$ cat src/rtl/instruction_writeback.sv
// Writeback stage: 16 x 32-bit register file plus CPSR, with a two-cycle commit
// for long multiplies. Define WRITEBACK_BYPASS_EN to forward same-cycle writes to the read ports.
module instruction_writeback #(
    parameter logic [31:0] CPSR_RESET = 32'h000000D3,
    parameter logic [31:0] REG_RESET  = 32'h00000000
) (
    input  logic        clk,
    input  logic        rst,
    input  logic        wb_i,
    input  logic [3:0]  dest_i,
    input  logic [3:0]  dest_hi_i,
    input  logic        write_dest_do_i,
    input  logic        write_dest_m_i,
    input  logic        m_long_i,
    input  logic        write_cpsr_i,
    input  logic [31:0] result_i,
    input  logic [63:0] m_result_i,
    input  logic [3:0]  flags_i,
    input  logic [3:0]  rd_addr_a_i,
    input  logic [3:0]  rd_addr_b_i,
    output logic [31:0] rd_a_o,
    output logic [31:0] rd_b_o,
    output logic [31:0] cpsr_o,
    output logic        busy_o,
    output logic        pc_written_o
);

    typedef enum logic [0:0] {
        IDLE     = 1'b0,
        WRITE_HI = 1'b1
    } state_t;

    state_t      state;
    logic [31:0] regs [16];
    logic [31:0] hi_word;
    logic [3:0]  hi_dest;

    logic        lo_we;
    logic [31:0] lo_data;
    logic        long_start;

    // Decode the low-word commit accepted in IDLE; the ALU result wins over the multiplier.
    always_comb begin
        lo_we      = 1'b0;
        lo_data    = result_i;
        long_start = 1'b0;
        if ((state == IDLE) && wb_i) begin
            if (write_dest_do_i) begin
                lo_we   = 1'b1;
                lo_data = result_i;
            end else if (write_dest_m_i) begin
                lo_we      = 1'b1;
                lo_data    = m_result_i[31:0];
                long_start = m_long_i;
            end else begin
                lo_we = 1'b0;
            end
        end else begin
            lo_we = 1'b0;
        end
    end

    // Register file, CPSR and writeback sequencing.
    always_ff @(posedge clk) begin
        if (rst) begin
            for (int i = 0; i < 16; i++) begin
                regs[i] <= REG_RESET;
            end
            cpsr_o       <= CPSR_RESET;
            busy_o       <= 1'b0;
            pc_written_o <= 1'b0;
            hi_word      <= 32'h0000_0000;
            hi_dest      <= 4'd0;
            state        <= IDLE;
        end else begin
            case (state)
                IDLE: begin
                    pc_written_o <= lo_we && (dest_i == 4'd15);
                    if (lo_we) begin
                        regs[dest_i] <= lo_data;
                    end
                    if (wb_i && write_cpsr_i) begin
                        cpsr_o[31:28] <= flags_i;
                    end
                    if (long_start) begin
                        hi_word <= m_result_i[63:32];
                        hi_dest <= dest_hi_i;
                        busy_o  <= 1'b1;
                        state   <= WRITE_HI;
                    end
                end
                WRITE_HI: begin
                    // Written after the low word, so the high word wins when both target one register.
                    regs[hi_dest] <= hi_word;
                    pc_written_o  <= (hi_dest == 4'd15);
                    busy_o        <= 1'b0;
                    state         <= IDLE;
                end
                default: begin
                    pc_written_o <= 1'b0;
                    busy_o       <= 1'b0;
                    state        <= IDLE;
                end
            endcase
        end
    end

    // Read port A, optionally forwarding the value committed on this edge.
    always_comb begin
        rd_a_o = regs[rd_addr_a_i];
`ifdef WRITEBACK_BYPASS_EN
        if (lo_we && (rd_addr_a_i == dest_i)) begin
            rd_a_o = lo_data;
        end else if ((state == WRITE_HI) && (rd_addr_a_i == hi_dest)) begin
            rd_a_o = hi_word;
        end else begin
            rd_a_o = regs[rd_addr_a_i];
        end
`endif
    end

    // Read port B, same forwarding rules as port A.
    always_comb begin
        rd_b_o = regs[rd_addr_b_i];
`ifdef WRITEBACK_BYPASS_EN
        if (lo_we && (rd_addr_b_i == dest_i)) begin
            rd_b_o = lo_data;
        end else if ((state == WRITE_HI) && (rd_addr_b_i == hi_dest)) begin
            rd_b_o = hi_word;
        end else begin
            rd_b_o = regs[rd_addr_b_i];
        end
`endif
    end

endmodule
$ cat config.mk
export PLATFORM = sky130hd
export DESIGN_NAME = instruction_writeback
export DESIGN_NICKNAME = d
export VERILOG_FILES = /design/src/rtl/instruction_writeback.sv
export SDC_FILE = /design/constraint.sdc
export NUM_CORES = 1
export LEC_CHECK = 0
export CORE_AREA = 10 10 209 250
export CTS_BUF_LIST = sky130_fd_sc_hd__clkbuf_2 sky130_fd_sc_hd__clkbuf_4 sky130_fd_sc_hd__clkbuf_8
export CTS_CLUSTER_SIZE = 40
export DETAILED_ROUTE_END_ITERATION = 16
export DIE_AREA = 0 0 219 260
export PLACE_DENSITY = 0.82
export REMOVE_ABC_BUFFERS = 1
export SLEW_MARGIN = 30
export SYNTH_ARGS = -nofsm -noshare
export SYNTH_HDL_FRONTEND = slang
export SYNTH_SLANG_ARGS = --single-unit
$ cat constraint.sdc
create_clock -name clk -period 2.8 [get_ports clk]
set_input_delay 0.28 -clock clk [delete_from_list [all_inputs] [get_ports clk]]
set_output_delay 0.28 -clock clk [all_outputs]
set_load 0.05 [all_outputs]
==> impl_metrics.csv <==
group,metric,value,unit
clock_tree,clockBufferDepth,3,
placed_design,routabilityCongestion,0.800,
placed_design,placed_area,0.0320,sq mm
synthesis,yosys_warnings,0,
power,ir_drop,377,uV
timing,setup_ws,229,ps
timing,drv_slew,0,
placed_design,hpwl,50.4,mm
power,p_leak,12.2,nW
timing,fin_worst_skew,32.7,ps
global_route,use_met1,36.0,%
layout,nFillCells,2866,
layout,fin_nets,2291,
global_route,grt_pass1_wl,128,mm
floorplan,initial_core_util,60.7,%
setup_path,critPathRequiredTime,2520,ps
setup_path,path_delay_family,"multiplexers",
synthesis,synthCells,1990,
setup_path,crit_chain,"mux4_2, a22oi_1, nand2_1, buf_12",
timing,setup_violations,0,
synthesis,yosys.cell_types.count,29,
layout,multi_input_area,0.0113,sq mm
floorplan,row_count,87,
clock_tree,path_clk_slew,70,ps
setup_path,crit_arrival,2290,ps
global_route,grt_overflow,0,
global_route,grtUsageMet3,9.23,%
detailed_routing,avgViaCountPerCell,6.94,
placed_design,dpl_worst_slack,256,ps
timing,tightest_slew,662,ps
floorplan,io_pins,221,
detailed_routing,wire_per_inst,30.3,um
synthesis,ys_seq_area_share,56.9,%
setup_path,setup.worst_path.start_class,"flop",
run,cap_violations,0,
detailed_routing,detail-route-antenna-nets,0,
setup_path,critPathCaptureType,"primary output",
timing,slew_headroom,55.9,%
timing,fmax,389,MHz
clock_tree,cts_made_buffers,87,
timing,post-route-period-util,91.8,%
floorplan,die_h,260,um
run_status,outcome,"finished clean",
power,powerDensity,568,mW/mm^2
detailed_routing,drc,0,
clock_tree,cts_tree,"built",
global_route,antenna_found_initial,1,
layout,register_area,0.0162,sq mm
global_route,busiest_layer,"met2",
setup_path,critical_path_class,"reg -> out",
timing,layout_min_cycle_time,2570,ps
clock_tree,clk_latency,700,ps
timing,hold_violations,0,
global_route,grt_pass1_vias,21200,
timing,rsz0062_at_grt,"no",
global_route,grt_max_degree,51,
floorplan,dieWidth,219,um
clock_tree,cts_root_buf,"clkbuf_8",
layout,final_design_area_no_fill,0.0337,sq mm
clock_tree,cts_setup_buffers,0,
detailed_routing,via_count,19900,
setup_path,crit_slowest_cell,"mux4_2",
setup_path,cp_max_fo,2,
detailed_routing,dr.pass1.iters,6,
detailed_routing,finalWirelength,86.8,mm
floorplan,die_area,0.0569,sq mm
setup_path,crit_buf_inv,1,
layout,drive_gt1_share,29.6,%
placed_design,port-buffer-count,192,
min_path,hold_path.class,"in -> reg",
layout,area_delta_synth_final,18.2,%
synthesis,synth_seq_cells,555,
global_route,grt_util_all_layers,30.6,%
detailed_routing,dr.first_iter.drc_count,3034,
clock_tree,htree_levels,3,
synthesis,netlist_area,0.0285,sq mm
clock_tree,clkSinkCount,555,
global_route,grt_use_met2,50.2,%
synthesis,synth_area_per_cell,14.3,sq um
floorplan,coreArea,0.0470,sq mm
setup_path,cp_slowest_stage_delay,470,ps
## synthesized netlist by cell type (all sizes together)
library cell	number	area (sq um)
a21oi	38	194
a22oi	128	961
a31o	6	52.6
and2	3	18.8
and4bb	1	12.5
buf	123	896
clkbuf	96	360
conb	2	7.51
dfxtp	43	861
edfxtp	512	15400
inv	6	22.5
mux2	32	465
mux2i	38	788
mux4	256	5770
nand2	142	533
nand2b	17	106
nand3	17	85.1
nor2	519	1950
nor2b	4	25.0
nor4b	2	17.5
nor4bb	4	40.0
o21ai	1	5.00
## layout by cell type, fill, tap and decap left out, types with 7 or more instances in the layout
cell type,count
a21oi_1,37
buf_12,102
nand3_2,13
conb_1,28
nor2_1,517
a22oi_1,128
mux4_2,256
dfxtp_1,43
nand2_1,141
nand2b_2,16
clkbuf_4,35
mux2_4,28
clkbuf_8,94
clkinv_1,24
clkdlybuf4s50_1,123
clkinv_2,7
buf_4,53
edfxtp_1,512
mux2i_4,32
## worst register-to-register path: cells and delay by family (launching register included)
kind | cells | cell delay, ps
simple gates | 2 | 500
buf+inv | 1 | 260
flops | 1 | 400
mux | 2 | 850
## sequential cells by signal (all words and copies together) (netlist names)
register,flops
busy_o,1
cpsr_o,4
hi_dest,4
hi_word,32
pc_written_o,1
regs,512
state,1
## where the power goes
group | total (W) | internal, W | switching (W)
registers | 0.00943 | 0.00929 | 0.000140
logic | 0.00300 | 0.00129 | 0.00171
clock network | 0.00673 | 0.00350 | 0.00322
## kinds of logic (layout without fill, tap and decap cells)
logic type | count (synthesis) | after routing | synth area share (%)
AO/OA/AOI/OAI | 173 | 173 | 4.25
buffers and inverters | 225 | 450 | 4.48
flip-flops | 555 | 555 | 56.9
multiplexers | 326 | 326 | 24.6
other | 2 | 29 | 0.0263
AND/OR/NAND/NOR | 709 | 709 | 9.76
## cell type report
class | instances | area share, %
Antenna cell | 1 | 0.00742
Inverter | 6 | 0.0668
Sequential cell | 555 | 48.1
Multi-Input combinational cell | 1236 | 33.5
Tap cell | 623 | 2.31
Timing Repair Buffer | 282 | 11.0
Clock inverter | 35 | 0.464
Clock buffer | 127 | 4.53
## stage by stage
step           hold slack [ps]  std cells  utilization (%)  power [W]  setup TNS [ps]
6_report                   120       2865             71.7     0.0192               0
5_1_grt                    133       2865             71.7     0.0196               0
4_1_cts                    104       2864             71.7     0.0191               0
3_5_place_dp               452       2701             68.1     0.0125               0
3_3_place_gp               449       2701             68.1     0.0124               0
2_1_floorplan              349       1797                -     0.0111        -2405170
## routing by layer
metal,vias to the layer above,part of all wire (%)
met5,-,0
met4,0,5.1
met3,386,15
met2,1889,50
met1,9734,30
li1,7884,-
## worst paths after layout
| path | start | to | slack [ps] | cells after the start |
|---|---|---|---|---|
| max | regs[8][30] | rd_a_o[30] | 230 | 4 |
| min | m_result_i[49] | hi_word[17] | 120 | 3 |
| max reg2reg | state | regs[7][6] | 510 | 5 |
| min reg2reg | busy_o | busy_o | 460 | 2 |
## timing repair
| action | in CTS | in global routing |
|---|---|---|
| hold buffers | 1 | 0 |
| hold endpoints to repair | 6 | 0 |
| resized for setup | 0 | 0 |
(Power assumes the default switching activity.)
